[config.mk]
export PLATFORM = sky130hd
export DESIGN_NAME = msg_tx
export DESIGN_NICKNAME = d
export VERILOG_FILES = /design/src/rtl/hangman_pkg.sv /design/src/rtl/uart_tx_byte.sv /design/src/rtl/msg_tx.sv
export SDC_FILE = /design/constraint.sdc
export NUM_CORES = 1
export LEC_CHECK = 0
export CORE_MARGIN = 2
export CORE_UTILIZATION = 55
export DETAILED_ROUTE_END_ITERATION = 10
export PLACE_DENSITY = 0.76
export SLEW_MARGIN = 0
export SYNTH_ARGS = -nofsm -noshare
export SYNTH_HDL_FRONTEND = slang
export SYNTH_SLANG_ARGS = --single-unit
[constraint.sdc]
create_clock -name clk -period 3.1 [get_ports clk]
set_clock_uncertainty 0.1 [all_clocks]
set_input_delay 0.465 -clock clk [delete_from_list [all_inputs] [get_ports clk]]
set_output_delay 0.465 -clock clk [all_outputs]
set_load 0.05 [all_outputs]
[src/rtl/hangman_pkg.sv]
// hangman_pkg
// Shared definitions for the inter-board Hangman radio link: the message type
// encoding, the frame layout constants, the default UART bit time, and a
// helper that returns any byte of a frame from its latched payload.
// No ports; imported by msg_tx and uart_tx_byte.
package hangman_pkg;

  // Message kinds carried in the TYPE byte of a frame
  typedef enum logic [1:0] {
    MSG_GUESS       = 2'b00,
    MSG_WORD_LETTER = 2'b01,
    MSG_WORD_DONE   = 2'b10,
    MSG_RESULT      = 2'b11
  } msg_type_t;

  localparam logic [7:0]  SYNC_BYTE            = 8'h7E;
  localparam int unsigned FRAME_BYTES          = 4;
  // 12 MHz system clock / 9600 baud
  localparam int unsigned DEFAULT_CLKS_PER_BIT = 1250;

  // Byte idx of the frame SYNC, TYPE, DATA, CHK; CHK is TYPE xor DATA
  function automatic logic [7:0] frameByte(input logic [1:0] idx,
                                           input msg_type_t  msgType,
                                           input logic [7:0] msgData);
    logic [7:0] typeByte;
    typeByte = {6'b0, msgType};
    case (idx)
      2'd0:    frameByte = SYNC_BYTE;
      2'd1:    frameByte = typeByte;
      2'd2:    frameByte = msgData;
      default: frameByte = typeByte ^ msgData;
    endcase
  endfunction

endpackage

[src/rtl/uart_tx_byte.sv]
// uart_tx_byte
// Serialises one byte as 8N1: start bit 0, eight data bits LSB first, stop
// bit 1, each held for CLKS_PER_BIT cycles. tx_o is registered.
// Ports:
//   clk, rst     clock and synchronous active-high reset
//   start_i      load byte_in_i and begin its start bit at this edge
//                (honoured only while ready_o is high)
//   byte_in_i    byte to send
//   tx_o         serial line, idles high
//   done_o       high during the final cycle of the stop bit
//   ready_o      a start this cycle will be accepted
// done_o is combinational so a caller can chain the next byte on the very
// edge the stop bit ends, giving back-to-back bytes with no idle gap.
module uart_tx_byte
  import hangman_pkg::*;
#(
  parameter int unsigned CLKS_PER_BIT = DEFAULT_CLKS_PER_BIT
) (
  input  logic       clk,
  input  logic       rst,
  input  logic       start_i,
  input  logic [7:0] byte_in_i,
  output logic       tx_o,
  output logic       done_o,
  output logic       ready_o
);

  localparam int unsigned        CW       = $clog2(CLKS_PER_BIT);
  localparam logic [CW-1:0]      LAST_CNT = CW'(CLKS_PER_BIT - 1);
  localparam logic [3:0]         STOP_BIT = 4'd9;

  logic          active_q, active_d;
  logic [CW-1:0] cnt_q,    cnt_d;
  logic [3:0]    bitIdx_q, bitIdx_d;
  logic [7:0]    shift_q,  shift_d;
  logic          tx_q,     tx_d;
  logic          lastTick;

  assign lastTick = (cnt_q == LAST_CNT);
  assign done_o   = active_q && lastTick && (bitIdx_q == STOP_BIT);
  assign ready_o  = !active_q || done_o;
  assign tx_o     = tx_q;

  // Bit sequencing: advance the bit index at the end of each bit time and
  // present the next line level; a new start overrides the end of a byte.
  always_comb begin
    active_d = active_q;
    cnt_d    = cnt_q;
    bitIdx_d = bitIdx_q;
    shift_d  = shift_q;
    tx_d     = tx_q;
    if (active_q) begin
      if (lastTick) begin
        cnt_d = '0;
        if (bitIdx_q == STOP_BIT) begin
          active_d = 1'b0;
          tx_d     = 1'b1;
        end else begin
          bitIdx_d = bitIdx_q + 4'd1;
          if (bitIdx_q < 4'd8) begin
            tx_d    = shift_q[0];
            shift_d = {1'b0, shift_q[7:1]};
          end else begin
            tx_d = 1'b1;
          end
        end
      end else begin
        cnt_d = cnt_q + CW'(1);
      end
    end
    if (start_i && ready_o) begin
      active_d = 1'b1;
      cnt_d    = '0;
      bitIdx_d = '0;
      shift_d  = byte_in_i;
      tx_d     = 1'b0;
    end
  end

  // State registers; the line returns to idle-high on reset
  always_ff @(posedge clk) begin
    if (rst) begin
      active_q <= 1'b0;
      cnt_q    <= '0;
      bitIdx_q <= '0;
      shift_q  <= '0;
      tx_q     <= 1'b1;
    end else begin
      active_q <= active_d;
      cnt_q    <= cnt_d;
      bitIdx_q <= bitIdx_d;
      shift_q  <= shift_d;
      tx_q     <= tx_d;
    end
  end

endmodule

[src/rtl/msg_tx.sv]
// msg_tx
// Transmit side of the Hangman radio link. Accepts one game message and
// sends it as the 4-byte frame SYNC, TYPE, DATA, CHK over an 8N1 UART.
// Ports:
//   clk, rst   clock and synchronous active-high reset
//   send       request strobe, accepted when busy is low
//   msg_type   message kind (GUESS, WORD_LETTER, WORD_DONE, RESULT)
//   msg_data   payload byte
//   tx         UART serial out, idles high
//   busy       frame in progress
//   msg_sent   one-cycle pulse as a frame completes
//   error      one-cycle pulse for each request dropped while busy
module msg_tx
  import hangman_pkg::*;
#(
  parameter int unsigned CLKS_PER_BIT = DEFAULT_CLKS_PER_BIT
) (
  input  logic       clk,
  input  logic       rst,
  input  logic       send,
  input  logic [1:0] msg_type,
  input  logic [7:0] msg_data,
  output logic       tx,
  output logic       busy,
  output logic       msg_sent,
  output logic       error
);

  localparam logic [2:0] S_IDLE = 3'd0;
  localparam logic [2:0] S_SYNC = 3'd1;
  localparam logic [2:0] S_TYPE = 3'd2;
  localparam logic [2:0] S_DATA = 3'd3;
  localparam logic [2:0] S_CHK  = 3'd4;

  localparam logic [1:0] LAST_BYTE = 2'(FRAME_BYTES - 1);

  logic [2:0] state_q,   state_d;
  logic [1:0] byteIdx_q, byteIdx_d;
  msg_type_t  msgType_q, msgType_d;
  logic [7:0] msgData_q, msgData_d;
  logic       busy_q,    busy_d;
  logic       msgSent_q, msgSent_d;
  logic       error_q,   error_d;

  logic       byteStart;
  logic [7:0] byteIn;
  logic       byteTx;
  logic       byteDone;
  logic       byteReady;
  logic [1:0] nextIdx;

  uart_tx_byte #(
    .CLKS_PER_BIT(CLKS_PER_BIT)
  ) u_byte (
    .clk      (clk),
    .rst      (rst),
    .start_i  (byteStart),
    .byte_in_i(byteIn),
    .tx_o     (byteTx),
    .done_o   (byteDone),
    .ready_o  (byteReady)
  );

  // The SYNC byte needs no payload, so it can start on the accepting edge
  // while the latches load; later bytes come from the latched copies.
  assign nextIdx = (state_q == S_IDLE) ? 2'd0 : byteIdx_q + 2'd1;
  assign byteIn  = frameByte(nextIdx, msgType_q, msgData_q);

  assign tx       = byteTx;
  assign busy     = busy_q;
  assign msg_sent = msgSent_q;
  assign error    = error_q;

  // Frame FSM: accept a request when idle, then chain each following byte
  // on the edge the previous stop bit ends.
  always_comb begin
    state_d   = state_q;
    byteIdx_d = byteIdx_q;
    msgType_d = msgType_q;
    msgData_d = msgData_q;
    busy_d    = busy_q;
    msgSent_d = 1'b0;
    error_d   = send && busy_q;
    byteStart = 1'b0;
    case (state_q)
      S_IDLE: begin
        if (send && byteReady) begin
          byteStart = 1'b1;
          state_d   = S_SYNC;
          byteIdx_d = 2'd0;
          msgType_d = msg_type_t'(msg_type);
          msgData_d = msg_data;
          busy_d    = 1'b1;
        end
      end
      S_SYNC, S_TYPE, S_DATA: begin
        if (byteDone) begin
          byteStart = 1'b1;
          byteIdx_d = nextIdx;
          state_d   = state_q + 3'd1;
        end
      end
      S_CHK: begin
        if (byteDone && (byteIdx_q == LAST_BYTE)) begin
          state_d   = S_IDLE;
          byteIdx_d = 2'd0;
          busy_d    = 1'b0;
          msgSent_d = 1'b1;
        end
      end
      default: begin
        state_d = S_IDLE;
        busy_d  = 1'b0;
      end
    endcase
  end

  // Registers; reset abandons any partial frame without a pulse
  always_ff @(posedge clk) begin
    if (rst) begin
      state_q   <= S_IDLE;
      byteIdx_q <= '0;
      msgType_q <= MSG_GUESS;
      msgData_q <= '0;
      busy_q    <= 1'b0;
      msgSent_q <= 1'b0;
      error_q   <= 1'b0;
    end else begin
      state_q   <= state_d;
      byteIdx_q <= byteIdx_d;
      msgType_q <= msgType_d;
      msgData_q <= msgData_d;
      busy_q    <= busy_d;
      msgSent_q <= msgSent_d;
      error_q   <= error_d;
    end
  end

endmodule
==> summary.txt, run 1 <==
Starting Density: 0.579
Fill count: 334
Area grow syn2layout: 15.4%
DPL Wire Length: 3070 µm
Element type at the critical path end: register
Number of remaining DRC errors: 0
Main synth FF type: dfxtp_1
Netlist cell types: 51
Post-Syn Area: 2150 µm²
Worst-path clk slew: 0.08 ns
Commonest cells after routing, fill and taps aside: dfxtp_1 (43), nor2_1 (32), nand2_1 (22)
H-tree lvl count: 2
Worst rel slew slack: 0.599
Cell accounting for the most synthesized area: dfxtp_1
CTS tree: yes
Status: finished, final reports clean
Vias in the first global route: 1669
Die extent in x: 66.5 µm
Max Cap Viol: 0
Post-DRT Antenna Nets: 0
WP data arrival: 2.60 ns
Pin count of the biggest net entering global routing: 22
Overflow after GRT: 0
Final Max Slew Viols: 0
P per Cell Area: 570 nW/µm²
Initial antenna violation count: 0
Clock latency on the worst-skew pair: 0.30 ns
Worst EP required: 3.19 ns
Crit-path slowest cell: and3_1
Nets: 286
Share of layout cells above drive strength 1: 0.0682
Die height: 66.5 µm
Logic gate share of total power: 0.186
Clk network pwr share: 0.367
Psw: 0.382 mW
DR iter-0 viols: 109
Seq cells post-synth: 43
Core Footprint: 3720 µm²
Unrepaired setup endpoints after global routing: false
Avg WL per Cell: 13.6 µm
Routed vias/inst: 5.71
Seq/Total Area, Yosys: 0.400
Setup Buffers After CTS: 0
Worst-path maximum fanout: 10
Clk sink count: 43
R2R setup slack: 0.59 ns
Hold Vio Cnt, Final: 0
CP Cell Sequence: ha_1 > nand4bb_1 > o41ai_2 > and3_1 > mux2i_1 > nor2_1
Vias: 1780
Fin crit period: 2.51 ns
CTS Buffer Depth: 2
Syn avg cell area: 8.71 µm²
Startpoint Class: register
Total GRT Usage: 0.225
Crit share post-route: 0.810
Drt first pass iters: 4
YS warnings: 0
Total power: 1.42 mW
Peak Freq: 398 MHz
Crit path largest cell delay: 0.61 ns
Worst vdd ir: 0.000291 V
Post-Route WL: 4260 µm
Die area: 4430 µm²
GPL Wtd Cong: 0.817
Io pins: 17
Area share of the largest cell type after synthesis: 0.400
Syn Inst Count: 247
Hold crit path type: register to register
Setup TNS: 0 ns
TritonCTS Buffers: 5
Power Internal: 1.03 mW
Root Buffer: clkbuf_8
Asr flop ratio synth: 0
Global-route wire length before repair: 7560 µm
Final setup violation count: 0
ANT cells: 0
Leakage power: 0.918 nW
IO Port Bufs: 16
Sw Share: 0.270
Row count: 22
Seq pwr share: 0.447
Number of synthesized flops with an enable pin: 0
Hold Buf Count CTS: 0
CP Class: register to register
# resized after CTS: 0
Worst Max-Slew Pin Slew: 0.601 ns
Commonest non-fill, non-tap cell in the layout: dfxtp_1
Cell family with most CP delay: simple AND/OR/NAND/NOR gates
Number of buffers and inverters on the critical path: 0
Synth Net Count: 270
Ranking of synthesized cells by area: dfxtp_1 (40%), ha_1 (5.8%), mux2i_1 (5.6%)
==> state kept, by name, indices dropped and copies added, names as in the netlist <==
| register | cells |
|---|---|
| busy | 1 |
| byteIdx_q | 2 |
| error | 1 |
| msgData_q | 8 |
| msgType_q | 2 |
| msg_sent | 1 |
| state_q | 3 |
| u_byte.active_q | 1 |
| u_byte.bitIdx_q | 4 |
| u_byte.cnt_q | 11 |
| u_byte.shift_q | 8 |
| u_byte.tx_o | 1 |
==> power groups by stage <==
stage / clock network, mW / logic, mW / registers, mW
global route: 0.557 / 0.296 / 0.640
CTS: 0.525 / 0.264 / 0.633
floorplan: 0 / 0.183 / 0.655
global placement: 0 / 0.260 / 0.645
detailed placement: 0 / 0.264 / 0.646
finish: 0.519 / 0.264 / 0.633
==> layer usage <==
| metal | wire length, µm | GRT usage | vias up |
|---|---|---|---|
| met3 | 152 | 0.0574 | 7 |
| met2 | 1930 | 0.358 | 34 |
| met5 | 0 | 0 | - |
| met4 | 60 | 0.0714 | 0 |
| li1 | - | - | 904 |
| met1 | 2120 | 0.300 | 835 |
==> metrics by stage <==
stage | hold slack [ns] | setup slack, ns | area (µm²) | cells | util
5_1_grt | 0.394 | 0.383 | 2480 | 312 | 0.668
4_1_cts | 0.363 | 0.562 | 2480 | 312 | 0.668
3_3_place_gp | 0.343 | 0.680 | 2350 | 304 | 0.631
3_5_place_dp | 0.350 | 0.562 | 2350 | 304 | 0.631
6_report | 0.360 | 0.590 | 2480 | 312 | 0.668
2_1_floorplan | 0.330 | 0.982 | 2150 | 247 | -
==> kinds of logic (layout without fill, tap and decap cells) <==
logic type                 count (synthesis)  after routing  synth area share
and+or+nand+nor                          105            105             0.255
AOI/OAI and AO/OA                         44             44             0.137
DFF                                       43             43             0.400
buffers and inverters                     19             36            0.0361
xor gates and xnor gates                  13             13            0.0529
muxes                                     13             13            0.0611
adders and majority gates                 10             10            0.0582
==> cells in the mapped netlist, types with 6 or more instances <==
master / number
dfxtp_1: 43
nor2_1: 32
nand2_1: 22
nand3_1: 13
mux2i_1: 12
a21oi_1: 11
ha_1: 10
inv_1: 9
o21ai_0: 9
xor2_1: 7
xnor2_1: 6
==> tightest hold or removal path: stages, from the launching register on <==
cell	delay, ns
dfxtp_1	0.32
nand2_1	0.05
a21oi_1	0.05
==> cell type report <==
cell class                 instances  area, µm²  share of cell area
clock inverter                     3       67.6              0.0272
tap                               48       60.1              0.0242
timing repair buffer              18        175              0.0706
clock buffer                       5       68.8              0.0277
sequential                        43        861               0.347
multi-input combinational        185       1210               0.488
inverter                          10       37.5              0.0151
==> worst paths after layout <==
path | start | to | cells after the start
worst min register to register | msgData_q[6] | u_byte.shift_q[6] | 2
worst max-delay path | u_byte.cnt_q[0] | msgData_q[5] | 6
worst min-delay path | msgData_q[6] | u_byte.shift_q[6] | 2
worst max register to register | u_byte.cnt_q[0] | msgData_q[5] | 6
Note: power is estimated with default switching activity, not from simulation.
==> run 2: changes to the inputs <==
--- a/config.mk
+++ b/config.mk
@@ -6,9 +6,9 @@
 export NUM_CORES = 1
 export LEC_CHECK = 0
 export CORE_MARGIN = 2
-export CORE_UTILIZATION = 55
+export CORE_UTILIZATION = 52
 export DETAILED_ROUTE_END_ITERATION = 10
-export PLACE_DENSITY = 0.76
+export PLACE_DENSITY = 0.75
 export SLEW_MARGIN = 0
 export SYNTH_ARGS = -nofsm -noshare
 export SYNTH_HDL_FRONTEND = slang
==> constraint.sdc (replaced) <==
create_clock -name clk -period 2.03 [get_ports clk]
set_clock_uncertainty 0.1 [all_clocks]
set_input_delay 0.3045 -clock clk [delete_from_list [all_inputs] [get_ports clk]]
set_output_delay 0.3045 -clock clk [all_outputs]
set_load 0.05 [all_outputs]
==> run 2 against run 1 <==
The run now ends with negative setup slack left. Combinational power up 130%. Global-route usage rose by 0.65 points. Fmax grew 18%. Hold slack worse by 0.0071 ns.
==> summary.txt, run 2 (same netlist as run 1, synthesis figures left out) <==
Clock latency on the worst-skew pair: 0.31 ns (was 0.30 ns)
CTS Buffer Depth: 2 (unchanged)
Worst rel slew slack: 0.513 (was 0.599)
CP Cell Sequence: or4b_4 > o41ai_2 > buf_4 > buf_4 > nand2_4 > buf_6 > a211oi_1 > a311oi_1 (was ha_1 > nand4bb_1 > o41ai_2 > and3_1 > mux2i_1 > nor2_1)
Commonest non-fill, non-tap cell in the layout: dfxtp_1 (unchanged)
Setup WS pre-CTS: -0.133 ns (was 0.562 ns)
Worst r2r path cells: 8 (was 6)
Element type at the critical path end: register (unchanged)
Starting Density: 0.538 (was 0.579)
Hold crit path type: register to register (unchanged)
Crit-path slowest cell: or4b_4 (was and3_1)
Root Buffer: clkbuf_8 (unchanged)
WP data arrival: 2.21 ns (was 2.60 ns)
Setup ws final: -0.102 ns (was 0.590 ns)
Leakage power: 1.14 nW (was 0.918 nW)
Number of remaining DRC errors: 0 (unchanged)
TritonCTS Buffers: 5 (unchanged)
Register bank with the most flops: u_byte.cnt_q (unchanged)
Global route hottest layer: met2 (unchanged)
Final setup violation count: 20 (was 0)
P per Cell Area: 719 nW/µm² (was 570 nW/µm²)
Crit path largest cell delay: 0.50 ns (was 0.61 ns)
GPL Wtd Cong: 0.865 (was 0.817)
ANT cells: 0 (unchanged)
Pin count of the biggest net entering global routing: 21 (was 22)
Worst EP required: 2.11 ns (was 3.19 ns)
Met2 usage in global routing: 0.369 (was 0.358)
Total GRT Usage: 0.232 (was 0.225)
Worst-path maximum fanout: 8 (was 10)
Avg WL per Cell: 15.2 µm (was 13.6 µm)
Drt first pass iters: 4 (unchanged)
Hold path start: msgData_q[6] (unchanged)
Design area: 2940 µm² (was 2480 µm²)
Die area: 4670 µm² (was 4430 µm²)
H-tree lvl count: 2 (unchanged)
Fill count: 273 (was 334)
Failing checks: negative setup slack
Row count: 23 (was 22)
Fin crit period: 2.13 ns (was 2.51 ns)
Global routing usage on met1: 0.309 (was 0.300)
CTS tree: yes (unchanged)
Global-route wire length before repair: 8110 µm (was 7560 µm)
Status: finished with violations (was finished, final reports clean)
Unrepaired setup endpoints after global routing: true (was false)
Hold path endpoint: u_byte.shift_q[6] (unchanged)
Top cell by count, worst path: buf_4
R2R setup slack: -0.10 ns (was 0.59 ns)
Inst Count DP: 343 (was 304)
Hold Buf Count CTS: 0 (unchanged)
Cell family with most CP delay: simple AND/OR/NAND/NOR gates (unchanged)
Area grow syn2layout: 36.9% (was 15.4%)
IO Port Bufs: 16 (unchanged)
Peak Freq: 469 MHz (was 398 MHz)
Largest registers: u_byte.cnt_q (11), msgData_q (8), u_byte.shift_q (8) (unchanged)
Vias: 1973 (was 1780)
Number of buffers and inverters on the critical path: 3 (was 0)
Core Footprint: 4000 µm² (was 3720 µm²)
Setup TNS: -1.24 ns (was 0 ns)
Worst R2R End: u_byte.shift_q[3] (was msgData_q[5])
Clk sink count: 43 (unchanged)
DR iter-0 viols: 120 (was 109)
Routed vias/inst: 5.57 (was 5.71)
Post-DRT Antenna Nets: 0 (unchanged)
DPL Wire Length: 3590 µm (was 3070 µm)
Max Cap Viol: 0 (unchanged)
Cell Area, Placed: 2640 µm² (was 2350 µm²)
Reg2reg start: u_byte.cnt_q[10] (was u_byte.cnt_q[0])
Die extent in x: 68.3 µm (was 66.5 µm)
Final Max Slew Viols: 0 (unchanged)
Worst-path clk slew: 0.08 ns (about the same)
Io pins: 17 (unchanged)
Commonest cells after routing, fill and taps aside: dfxtp_1 (40), buf_4 (37), nor2_1 (29) (was dfxtp_1 (43), nor2_1 (32), nand2_1 (22))
Overflow after GRT: 0 (unchanged)
Crit share post-route: 1.05 (was 0.810)
Startpoint Class: register (unchanged)
Post-Route WL: 5370 µm (was 4260 µm)
Fin Hold WS: 0.353 ns (was 0.360 ns)
Cells on Worst Hold Path: 2 (unchanged)
Initial antenna violation count: 0 (unchanged)
CP Class: register to register (unchanged)
Nets: 326 (was 286)
Die height: 68.3 µm (was 66.5 µm)
Vias in the first global route: 1813 (was 1669)
Share of layout cells above drive strength 1: 0.283 (was 0.0682)
Final Non-Filler Cells: 354 (was 312)
Met3 usage: 0.0345 (was 0.0574)
Worst Max-Slew Pin Slew: 0.722 ns (was 0.601 ns)
Max FFs per register: 11 (unchanged)
Worst vdd ir: 0.000456 V (was 0.000291 V)
Hold Vio Cnt, Final: 0 (unchanged)
## run 2: cell types whose count changed in the layout (fill, tap and decap cells not counted), sizes merged
cell	change
clkinv	+1
bufinv	-2
clkbuf	+1
buf	+40
## run 2: worst register-to-register path, cell delays in order (launching register included)
cell and delay [ns]:
dfxtp_1 0.38, or4b_4 0.50, o41ai_2 0.27, buf_4 0.19
buf_4 0.12, nand2_4 0.07, buf_6 0.14, a211oi_1 0.17
a311oi_1 0.07
## run 2: worst max path at each step
stage	from	to	slack, ns	cells after the start
after floorplan	u_byte.cnt_q[0]	msgData_q[5]	0.0007	7
after global placement	u_byte.cnt_q[9]	u_byte.shift_q[5]	-0.11	6
after detailed placement	state_q[0]	u_byte.shift_q[1]	-0.13	7
after CTS	u_byte.cnt_q[9]	u_byte.shift_q[5]	-0.05	6
after global routing	u_byte.cnt_q[9]	msgData_q[7]	-0.17	7
final	u_byte.cnt_q[10]	u_byte.shift_q[3]	-0.10	8
## run 2: power by group
group,switching (mW),leakage [nW],internal (mW)
Combinational,0.309,0.743,0.296
Clock,0.303,0.0412,0.241
Sequential,0.0539,0.353,0.914
## run 2: layout make-up
class	count	area, µm²	area share
multi-input combinational	185	1390	0.471
sequential	43	870	0.295
timing repair buffer	58	503	0.171
clock buffer	6	72.6	0.0246
tap	50	62.6	0.0212
inverter	10	37.5	0.0127
clock inverter	2	12.5	0.00425
## run 2: per-layer routing
layer	vias to the layer above	wire length [µm]
met5	-	0
met4	0	109
met3	12	128
met2	32	2520
met1	941	2610
li1	988	-
## run 2: what timing repair did
action,4_1_cts,5_1_grt
setup endpoints to repair,30,39
setup buffers,1,2
hold endpoints to repair,0,0
pin swaps,6,7
resized for setup,12,35
## run 2: metrics by stage
step	utilization	total power, mW
floorplan	-	1.28
global placement	0.660	1.47
detailed placement	0.660	1.49
CTS	0.693	2.05
global route	0.736	2.20
finish	0.736	2.12
==> run 3: changes to the inputs <==
--- a/config.mk
+++ b/config.mk
@@ -6,9 +6,11 @@
 export NUM_CORES = 1
 export LEC_CHECK = 0
 export CORE_MARGIN = 2
-export CORE_UTILIZATION = 52
+export CORE_UTILIZATION = 55
 export DETAILED_ROUTE_END_ITERATION = 10
-export PLACE_DENSITY = 0.75
+export DONT_BUFFER_PORTS = 1
+export PLACE_DENSITY = 0.73
+export SKIP_LAST_GASP = 1
 export SLEW_MARGIN = 0
 export SYNTH_ARGS = -nofsm -noshare
 export SYNTH_HDL_FRONTEND = slang
==> run 3 against run 2 <==
The flow finishes with violations (negative hold slack, negative setup slack). Worst setup slack worse by 0.039 ns. First-iteration DRC count is 73% higher. Global-route usage shrank 0.61 points. Critical path type unchanged. Largest cell class unchanged.
==> summary.txt, run 3 (same netlist as run 1, synthesis figures left out) <==
Power Internal: 1.44 mW (was 1.45 mW)
Register bank with the most flops: u_byte.cnt_q (unchanged)
Worst rel slew slack: 0.467 (was 0.513)
Multi-input logic area: 1390 µm² (about the same)
Routed vias/inst: 5.83 (was 5.57)
IO Port Bufs: 0 (was 16)
Worst-path clk slew: 0.09 ns (was 0.08 ns)
Die extent in x: 66.5 µm (was 68.3 µm)
Commonest cells after routing, fill and taps aside: dfxtp_1 (41), buf_4 (35), nor2_1 (30) (was dfxtp_1 (40), buf_4 (37), nor2_1 (29))
Root Buffer: clkbuf_8 (unchanged)
Setup ws final: -0.141 ns (was -0.102 ns)
Pin count of the biggest net entering global routing: 22 (was 21)
DR iter-0 viols: 207 (was 120)
Crit share post-route: 1.07 (was 1.05)
P per Cell Area: 769 nW/µm² (was 719 nW/µm²)
Design area: 2770 µm² (was 2940 µm²)
CTS tree: yes (unchanged)
CTS Buffer Depth: 2 (unchanged)
Post-DRT Antenna Nets: 0 (unchanged)
Row count: 22 (was 23)
Number of buffers and inverters on the critical path: 1 (was 3)
Unrepaired setup endpoints after global routing: true (unchanged)
Post-Route WL: 5190 µm (was 5370 µm)
Element type at the critical path end: register (unchanged)
Number of remaining DRC errors: 0 (unchanged)
Fin Hold WS: -0.0498 ns (was 0.353 ns)
Initial antenna violation count: 0 (unchanged)
Drt first pass iters: 4 (unchanged)
Psw: 0.694 mW (was 0.665 mW)
Clk network pwr share: 0.279 (was 0.257)
ANT cells: 0 (unchanged)
Fill count: 260 (was 273)
Worst-path maximum fanout: 3 (was 8)
Vias: 1953 (was 1973)
Max FFs per register: 11 (unchanged)
Clk sink count: 43 (unchanged)
Worst vdd ir: 0.000508 V (was 0.000456 V)
Cell family with most CP delay: simple AND/OR/NAND/NOR gates (unchanged)
Core Footprint: 3720 µm² (was 4000 µm²)
GPL Wtd Cong: 0.834 (was 0.865)
Fin crit period: 2.17 ns (was 2.13 ns)
Overflow after GRT: 0 (unchanged)
Sequential cell area: 863 µm² (was 870 µm²)
Crit-path slowest cell: or4b_4 (unchanged)
Final core utilization: 0.746 (was 0.736)
Setup TNS: -1.94 ns (was -1.24 ns)
Clock latency on the worst-skew pair: 0.31 ns (about the same)
Avg WL per Cell: 15.5 µm (was 15.2 µm)
Status: finished with violations (unchanged)
DPL Wire Length: 3470 µm (was 3590 µm)
Worst EP required: 2.17 ns (was 2.11 ns)
Final setup violation count: 34 (was 20)
Sw Share: 0.326 (was 0.314)
Logic gate share of total power: 0.254 (was 0.286)
Seq pwr share: 0.468 (was 0.457)
Largest registers: u_byte.cnt_q (11), msgData_q (8), u_byte.shift_q (8) (unchanged)
Share of layout cells above drive strength 1: 0.310 (was 0.283)
Die area: 4430 µm² (was 4670 µm²)
Nets: 309 (was 326)
Cell Area, Placed: 2440 µm² (was 2640 µm²)
Die height: 66.5 µm (was 68.3 µm)
WP data arrival: 2.31 ns (was 2.21 ns)
Area grow syn2layout: 28.9% (was 36.9%)
CP Class: register to register (unchanged)
Io pins: 17 (unchanged)
Crit path largest cell delay: 0.54 ns (was 0.50 ns)
Startpoint Class: register (unchanged)
Final Max Slew Viols: 0 (unchanged)
Max Cap Viol: 0 (unchanged)
Failing checks: negative hold slack, negative setup slack (was negative setup slack)
CP Cell Sequence: or4b_4 > buf_6 > nor4_4 > nor2_2 > or4_4 > a21oi_2 (was or4b_4 > o41ai_2 > buf_4 > buf_4 > nand2_4 > buf_6 > a211oi_1 > a311oi_1)
Setup WS pre-CTS: -0.127 ns (was -0.133 ns)
TritonCTS Buffers: 5 (unchanged)
Starting Density: 0.579 (was 0.538)
Commonest non-fill, non-tap cell in the layout: dfxtp_1 (unchanged)
Worst Max-Slew Pin Slew: 0.791 ns (was 0.722 ns)
Vias in the first global route: 1751 (was 1813)
Peak Freq: 461 MHz (was 469 MHz)
Hold crit path type: input port to register (was register to register)
Global-route wire length before repair: 7560 µm (was 8110 µm)
Total GRT Usage: 0.226 (was 0.232)
H-tree lvl count: 2 (unchanged)
Leakage power: 1.08 nW (was 1.14 nW)
Hold Vio Cnt, Final: 20 (was 0)
-- run 3: cell count changes in the layout (fill, tap and decap cells not counted), moves of 3 or more --
| cell | delta |
|---|---|
| a21oi_2 | +4 |
| ha_1 | +5 |
| ha_2 | -3 |
| inv_6 | +3 |
| a21oi_1 | -4 |
| clkdlybuf4s50_1 | -16 |
-- run 3: worst paths after layout --
path              slack, ns  cells after the start           endpoint             from
setup reg to reg      -0.14                      6         state_q[0]  u_byte.cnt_q[3]
hold reg to reg        0.37                      2  u_byte.shift_q[5]     msgData_q[5]
hold / removal        -0.05                      1         state_q[0]              rst
setup / recovery      -0.14                      6         state_q[0]  u_byte.cnt_q[3]
-- run 3: final cells by class --
type,count,area share
Sequential cell,43,0.312
Inverter,10,0.0135
Timing Repair Buffer,41,0.119
Clock buffer,5,0.0248
Multi-Input combinational cell,185,0.500
Tap cell,48,0.0217
Clock inverter,3,0.00948
-- run 3: worst reg2reg max path: stages (launching register included) --
cell,delay [ns]
dfxtp_1,0.32
or4b_4,0.54
buf_6,0.15
nor4_4,0.32
nor2_2,0.07
or4_4,0.48
a21oi_2,0.12
-- run 3: routing by layer --
layer	routed length [µm]	global-route usage	vias up
met5	0	0	-
met4	134	0.0612	0
met3	245	0.0490	13
met2	2560	0.394	58
met1	2250	0.280	930
li1	-	-	952
-- run 3: per-stage QoR --
step	std cells	power, mW
finish	335	2.13
global route	335	2.23
CTS	333	2.05
detailed placement	322	1.43
global placement	322	1.42
floorplan	247	1.28
-- run 3: power by group through the flow --
stage,registers [mW],logic (mW),clock network [mW]
after floorplan,1.00,0.279,0
after global routing,1.01,0.585,0.634
final,0.997,0.541,0.594
after CTS,0.993,0.459,0.602
after global placement,1.01,0.412,0
after detailed placement,1.01,0.422,0
-- run 3: timing repair --
item,CTS,global route
pin swaps,4,7
setup buffers,3,2
resized for setup,17,31
endpoints found under the hold margin,20,20
setup endpoints to repair,33,40
